**src/rtl/io_gearbox4.sv**
```systemverilog
// io_gearbox4: 4:1 TX serializer and 1:4 RX deserializer for an io block.
// Optional feature: define IOGB_LOOPBACK_EN to add the LOOPBACK input.
module io_gearbox4 #(
  parameter logic IDLE_OUT = 1'b0
) (
  input  logic       IOCLK,
  input  logic       RST,
  input  logic [3:0] TXDATA,
  input  logic       TXOE,
  input  logic       TXVALID,
  output logic       TXREADY,
  output logic       OUT,
  output logic       TS,
  input  logic       IN,
  output logic [3:0] RXDATA,
  output logic       RXVALID,
  input  logic       RXSLIP
`ifdef IOGB_LOOPBACK_EN
  ,
  input  logic       LOOPBACK
`endif
);

  typedef enum logic {
    TX_IDLE = 1'b0,
    TX_BUSY = 1'b1
  } tx_state_e;

  tx_state_e  tx_state;
  tx_state_e  tx_state_nx;
  logic [1:0] tcnt;
  logic [1:0] tcnt_nx;
  logic [2:0] tsh;
  logic [2:0] tsh_nx;
  logic       out_q;
  logic       out_nx;
  logic       ts_q;
  logic       ts_nx;
  logic       tx_last;
  logic       tx_acc;

  assign tx_last = (tcnt == 2'd3);
  assign TXREADY = (tx_state == TX_IDLE) || tx_last;
  assign tx_acc  = TXVALID && TXREADY;
  assign OUT     = out_q;
  assign TS      = ts_q;

  // TX next state: load on accept, shift LSB first, release after bit 3
  always_comb begin
    tx_state_nx = tx_state;
    tcnt_nx     = tcnt;
    tsh_nx      = tsh;
    out_nx      = out_q;
    ts_nx       = ts_q;
    if (tx_acc) begin
      tx_state_nx = TX_BUSY;
      tcnt_nx     = 2'd0;
      tsh_nx      = TXDATA[3:1];
      out_nx      = TXDATA[0];
      ts_nx       = TXOE;
    end else if (tx_state == TX_BUSY) begin
      if (!tx_last) begin
        tcnt_nx = tcnt + 2'd1;
        tsh_nx  = {1'b0, tsh[2:1]};
        out_nx  = tsh[0];
      end else begin
        tx_state_nx = TX_IDLE;
        out_nx      = IDLE_OUT;
        ts_nx       = 1'b0;
      end
    end
  end

  // TX state register; reset releases the pad immediately
  always_ff @(posedge IOCLK) begin
    if (RST) begin
      tx_state <= TX_IDLE;
      tcnt     <= 2'd0;
      tsh      <= 3'd0;
      out_q    <= IDLE_OUT;
      ts_q     <= 1'b0;
    end else begin
      tx_state <= tx_state_nx;
      tcnt     <= tcnt_nx;
      tsh      <= tsh_nx;
      out_q    <= out_nx;
      ts_q     <= ts_nx;
    end
  end

  logic       rx_bit;
  logic [2:0] rhist;
  logic [2:0] rhist_nx;
  logic [1:0] rcnt;
  logic [1:0] rcnt_nx;
  logic [3:0] rx_word;
  logic [3:0] rxdata_q;
  logic [3:0] rxdata_nx;
  logic       rxvalid_q;
  logic       rxvalid_nx;
  logic       rx_emit;

`ifdef IOGB_LOOPBACK_EN
  assign rx_bit = LOOPBACK ? out_q : IN;
`else
  assign rx_bit = IN;
`endif

  // the word is the incoming bit plus the last three, oldest bit as LSB
  assign rx_word = {rx_bit, rhist};
  assign rx_emit = (rcnt == 2'd3) && !RXSLIP;
  assign RXDATA  = rxdata_q;
  assign RXVALID = rxvalid_q;

  // RX next state: shift every edge, a slip stalls the bit counter
  always_comb begin
    rhist_nx   = rx_word[3:1];
    rcnt_nx    = rcnt;
    rxdata_nx  = rxdata_q;
    rxvalid_nx = 1'b0;
    if (!RXSLIP) begin
      rcnt_nx = rcnt + 2'd1;
    end
    if (rx_emit) begin
      rxdata_nx  = rx_word;
      rxvalid_nx = 1'b1;
    end
  end

  // RX state register
  always_ff @(posedge IOCLK) begin
    if (RST) begin
      rhist     <= 3'd0;
      rcnt      <= 2'd0;
      rxdata_q  <= 4'd0;
      rxvalid_q <= 1'b0;
    end else begin
      rhist     <= rhist_nx;
      rcnt      <= rcnt_nx;
      rxdata_q  <= rxdata_nx;
      rxvalid_q <= rxvalid_nx;
    end
  end

endmodule

```
**config.mk**
```make
export PLATFORM = sky130hd
export DESIGN_NAME = io_gearbox4
export DESIGN_NICKNAME = d
export VERILOG_FILES = /design/src/rtl/io_gearbox4.sv
export SDC_FILE = /design/constraint.sdc
export NUM_CORES = 1
export LEC_CHECK = 0
export CAP_MARGIN = 40
export CORE_MARGIN = 8
export CORE_UTILIZATION = 52
export CTS_BUF_LIST = sky130_fd_sc_hd__clkbuf_4
export DETAILED_ROUTE_END_ITERATION = 16
export GPL_ROUTABILITY_DRIVEN = 0
export GPL_TIMING_DRIVEN = 0
export MAX_ROUTING_LAYER = met4
export PLACE_DENSITY = 0.84
export SYNTH_ARGS = -nofsm -noshare
export SYNTH_HDL_FRONTEND = slang
export SYNTH_SLANG_ARGS = --single-unit
```
**constraint.sdc**
```tcl
create_clock -name IOCLK -period 3.6 [get_ports IOCLK]
set_clock_uncertainty 0.1 [all_clocks]
set_input_delay 0.72 -clock IOCLK [delete_from_list [all_inputs] [get_ports IOCLK]]
set_output_delay 0.72 -clock IOCLK [all_outputs]
set_load 0.02 [all_outputs]
```
==> results of run 1 <==
state kept, by name (all words and copies together) (netlist names):
signal    count
OUT           1
tcnt          2
rhist         3
RXDATA        4
tsh           3
tx_state      1
RXVALID       1
TS            1
rcnt          2
layout by cell type (no fill, tap or decap), drive strengths merged, types with 2 or more instances in the layout:
cell            n
a211oi          2
a21oi           3
buf             4
clkbuf          3
clkdlybuf4s50  16
dfxtp          18
ha              2
mux2i           8
nand3b          2
nor2           11
nor2b           6
nor3            3
cell type report:
class                   count  area [sq um]
flip-flops and latches     18           360
well taps                  15          18.8
inverters                   1          6.26
plain buffers               4          22.5
clock inverters             1          3.75
clock buffers               3          22.5
multi-input cells          45           309
fillers                   122           382
repair buffers             16           160
metal layers:
layer	vias to the layer above	global-route usage [%]
met3	3	4.26
met5	-	-
met1	246	12.3
met2	17	16.8
met4	0	6.47
li1	266	-
worst max-delay path by stage:
stage,to,startpoint,slack (ns),cells past startpoint
6_report,TXREADY,tcnt[0],1.03,4
5_1_grt,TXREADY,tcnt[0],0.96,4
4_1_cts,TXREADY,tcnt[0],1.02,4
3_5_place_dp,TXREADY,tcnt[0],1.36,4
3_3_place_gp,TXREADY,tcnt[0],1.36,4
2_1_floorplan,TXREADY,tcnt[0],1.93,3
logic make-up after synthesis:
family                     Yosys count  share of synthesized area (%)
xor gates and xnor gates             1                           1.25
AOI/OAI and AO/OA                    8                           8.78
muxes                                8                           11.5
and+or+nand+nor                     26                           19.2
buffers and inverters                5                           4.12
adders and majority gates            2                           3.58
DFF                                 18                           51.6
per-stage QoR:
stage | area, sq um | total power (W) | utilization, %
after detailed placement | 877 | 0.000270 | 68.3
after floorplan | 698 | 0.000249 | -
final | 903 | 0.000368 | 70.3
after global placement | 877 | 0.000268 | 68.3
after CTS | 903 | 0.000371 | 70.3
after global routing | 903 | 0.000385 | 70.3
where the power goes:
part,internal [W],leakage [nW],switching [W]
Sequential,0.000209,0.147,0.00000536
Clock,0.0000404,0.0154,0.0000629
Combinational,0.0000272,0.199,0.0000229
==> impl_metrics.tcl, run 1 <==
set metrics [dict create \
    cp-start-kind "flip-flop" \
    io_pins 18 \
    core_region_area_sq_um 1280 \
    cp.required_ns 2.78 \
    synthToLayoutAreaGrowth_pct 29.4 \
    drive_gt1_share_pct 12.5 \
    period_share_pct 71.3 \
    die_w_um 52.6 \
    hold_buffers 0 \
    clkLatencyLatePin_ns 0.29 \
    period_needed_ns 2.57 \
    synth-seq-cells 18 \
    numCtsBuffers 3 \
    fmax_mhz 390 \
    cts_tree "yes" \
    setup_tns_ns 0 \
    fin_ws_ns 1.03 \
    io_buffers 16 \
    crit_chain "ha_1 > and2b_4 > inv_4 > clkdlybuf4s50_1" \
    fin_cells 103 \
    die_area_sq_um 2770 \
    setup_viol 0 \
    routed-wl-met2_um 553 \
    worstMarginPinSlew_ns 0.226 \
    vias 532 \
    grt_overflow 0 \
    drt_iter0_markers 5 \
    crit_fanout 8 \
    ctsResizeCount 0 \
    seq_area_frac_synth_pct 51.6 \
    initial_core_util_pct 54.3 \
    leakage_nw 0.362 \
    synth_cells 68 \
    antenna_found_initial 0 \
    grtUsageTotal_pct 11.2 \
    r2r_slack_ns 2.30 \
    postCtsSetupBuffers 0 \
    wl_per_cell_um 12.4 \
    dp_hpwl_um 963 \
    whs_ns 0.373 \
    drt_pre_antenna_iters 4 \
    rsz0062_at_grt "false" \
    dr_wl_met3_um 104 \
    power.density_nw_per_um2 407 \
    cpPeakStageDelay_ns 0.61 \
    htreeDepth 1 \
    wl_mm 1.28 \
    ys_types 20 \
    path_class "reg -> out" \
    slew_headroom_pct 84.9 \
    drc 0 \
    place_inst 99 \
    ir_drop_v 0.000225 \
    synth_area_leaders "dfxtp_1, mux2i_1, nor2_1" \
    min_path_cells 1 \
    rr_endpoint "tsh[0]" \
    yosysTopAreaCellShare_pct 51.6 \
    cp_slowest_cell "clkdlybuf4s50_1" \
    hold_end "rhist[0]" \
    cp_num_buf_inv 2 \
    arrival_ns 1.75 \
    grt_pass1_wl_mm 2.26 \
    min_from "rhist[1]" \
    cts_buffer_depth 2 \
    grt_max_degree 11 \
    reg2reg_depth 5 \
    syn_avg_cell_area_sq_um 10.3 \
    hold_violations 0 \
    cpLargestDelayFamily "buffers and inverters" \
    yosysMostFrequentCell "dfxtp_1" \
    cts_sinks 18 \
    ctsRootBufferMaster "clkbuf_4" \
    die_height_um 52.6 \
    hp-class "reg -> reg" \
    rows 13 \
    finalMaxSlewViolations 0 \
    wl_met1_um 589 \
    top_layer_used "met4" \
    cap_violations 0 \
    ant_nets 0 \
    outcome "completed" \
    final_nets 101 \
    syn-num-nets 80 \
    synth_edf_count 0 \
    end_kind "primary output" \
    n_antenna_cell 0 \
    synth-main-ff-cell "dfxtp_1" \
    synthesis.area_sq_um 698 \
    preCtsSetupSlack_ns 1.36 \
    yosys_warnings 0 \
    clkTransAtPathRegs_ns 0.10 \
    grt_pass1_vias 556 \
    synthTopCellsByCount "dfxtp_1, nor2_1, mux2i_1" \
    synthArstFlopShare_pct 0 \
    viasPerCell 5.17 \
    synth_area_leader_cell "dfxtp_1" \
    reg2reg_from "tcnt[0]" \
]
(Power assumes the default switching activity.)
==> inputs of run 2 (changes only) <==
CORE_UTILIZATION = 48   (was 52)
PLACE_DENSITY = 0.79   (was 0.84)
clock period = 2.4 ns   (was 3.6 ns; I/O delays follow)
==> impl_metrics.tcl, run 2 (same netlist as run 1, synthesis figures left out) <==
set metrics [dict create \
    outcome "completed" \
    setup_viol 0 \
    drt_iter0_markers 3 \
    die_w_um 54.1 \
    hold_end "tsh[0]" \
    p_clk_share_pct 27.5 \
    switching_share_pct 24.3 \
    worstMarginPinSlew_ns 0.229 \
    grt_max_degree 11 \
    setup_tns_ns 0 \
    min_path_cells 2 \
    period_needed_ns 1.99 \
    layout_commonest_cell "dfxtp_1" \
    rr_endpoint "tsh[1]" \
    wl_per_cell_um 12.8 \
    synthToLayoutAreaGrowth_pct 29.7 \
    clkTransAtPathRegs_ns 0.10 \
    cp_num_buf_inv 2 \
    power.internal_w 0.000415 \
    n_antenna_cell 0 \
    cpLargestDelayFamily "flip-flops" \
    crit_chain "ha_1 > and2b_4 > inv_4 > dlymetal6s2s_1" \
    whs_ns 0.358 \
    power.density_nw_per_um2 604 \
    finalMaxSlewViolations 0 \
    ir_drop_v 0.000336 \
    wl_mm 1.32 \
    drt_pre_antenna_iters 2 \
    core_region_area_sq_um 1330 \
    die_area_sq_um 2930 \
    final_cell_mix "dfxtp_1, clkdlybuf4s50_1, nor2_1" \
    reg2reg_depth 5 \
    path_class "reg -> out" \
    cts_buffer_depth 2 \
    cap_violations 0 \
    min_from "RST" \
    end_kind "primary output" \
    leakage_nw 0.368 \
    rsz0062_at_grt "false" \
    period_share_pct 82.7 \
    ant_nets 0 \
    grt_pass1_vias 525 \
    largest_register_ffs 4 \
    cp.required_ns 1.82 \
    hold_buffers 0 \
    arrival_ns 1.41 \
    viasPerCell 5.20 \
    reg2reg_from "tcnt[0]" \
    slew_headroom_pct 84.7 \
    antenna_found_initial 0 \
    switchingPower_w 0.000133 \
    vias 536 \
    cp_slowest_cell "dfxtp_1" \
    grtUsageTotal_pct 10.7 \
    ctsRootBufferMaster "clkbuf_4" \
    initial_core_util_pct 52.3 \
    fmax_mhz 504 \
    dp_hpwl_um 997 \
    clkLatencyLatePin_ns 0.29 \
    power_frac_seq_pct 58.8 \
    cpPeakStageDelay_ns 0.33 \
    place_inst 99 \
    grt_overflow 0 \
    grt_pass1_wl_mm 2.30 \
    drive_gt1_share_pct 12.5 \
    num-fill-cells 118 \
    cts_tree "yes" \
    r2r_slack_ns 1.12 \
    p_comb_share_pct 13.8 \
    fin_cells 103 \
    hp-class "in -> reg" \
    crit_fanout 8 \
    cts_sinks 18 \
    cp-start-kind "flip-flop" \
    drc 0 \
    rows 13 \
    numCtsBuffers 3 \
    final_nets 101 \
    io_pins 18 \
    io_buffers 16 \
    htreeDepth 1 \
    hold_violations 0 \
    die_height_um 54.1 \
]
==> run 2: cell types whose count changed in the layout (fill, tap and decap cells not counted) <==
cell             change
clkdlybuf4s50_1      -1
dlymetal6s2s_1       +1
==> run 2: area by class of cell <==
class | count | area (sq um) | share of cell area [%]
Clock buffer | 3 | 22.5 | 2.49
Clock inverter | 1 | 3.75 | 0.414
Inverter | 1 | 6.26 | 0.691
Buffer | 4 | 22.5 | 2.49
Sequential cell | 18 | 360 | 39.8
Multi-Input combinational cell | 45 | 309 | 34.1
Tap cell | 15 | 18.8 | 2.07
Timing Repair Buffer | 16 | 163 | 18.0
==> run 2: worst register-to-register path, cell delays in order (launching register included) <==
cell	delay [ns]
dfxtp_1	0.33
ha_1	0.21
and2b_4	0.31
inv_4	0.07
nor2_1	0.11
a211oi_2	0.06
==> run 2: stage by stage <==
stage | cell area (sq um) | setup WS [ns] | total power [W] | utilization [%]
final | 906 | 0.415 | 0.000547 | 67.9
after detailed placement | 877 | 0.383 | 0.000405 | 65.8
after global placement | 877 | 0.399 | 0.000402 | 65.8
after floorplan | 698 | 0.973 | 0.000374 | -
after CTS | 903 | 0.0555 | 0.000553 | 67.7
after global routing | 906 | 0.323 | 0.000577 | 67.9
==> run 2: power by group through the flow <==
stage | clock network, W | logic [W] | registers (W)
5_1_grt | 0.000170 | 0.0000834 | 0.000324
3_3_place_gp | 0 | 0.0000741 | 0.000328
4_1_cts | 0.000155 | 0.0000768 | 0.000322
2_1_floorplan | 0 | 0.0000436 | 0.000330
6_report | 0.000150 | 0.0000754 | 0.000322
3_5_place_dp | 0 | 0.0000765 | 0.000329
==> run 2: worst max path at each step <==
stage          startpoint       to  slack (ns)  cells after the start
2_1_floorplan     tcnt[0]  TXREADY        0.97                      3
3_3_place_gp      tcnt[0]  TXREADY        0.40                      4
3_5_place_dp      tcnt[0]  TXREADY        0.38                      4
4_1_cts           tcnt[0]  TXREADY        0.06                      4
5_1_grt           tcnt[0]  TXREADY        0.32                      4
6_report          tcnt[0]  TXREADY        0.41                      4
==> run 2: repair_timing <==
item / CTS / global route
setup buffers: 0 / 0
endpoints found under the setup margin: 0 / 1
gates resized for setup: 0 / 1
==> run 2: routing by layer <==
metal / global-route usage, % / routed length (um)
met1: 11.6 / 615
met2: 16.2 / 566
met3: 4.41 / 113
met4: 6.15 / 26
met5: - / 0
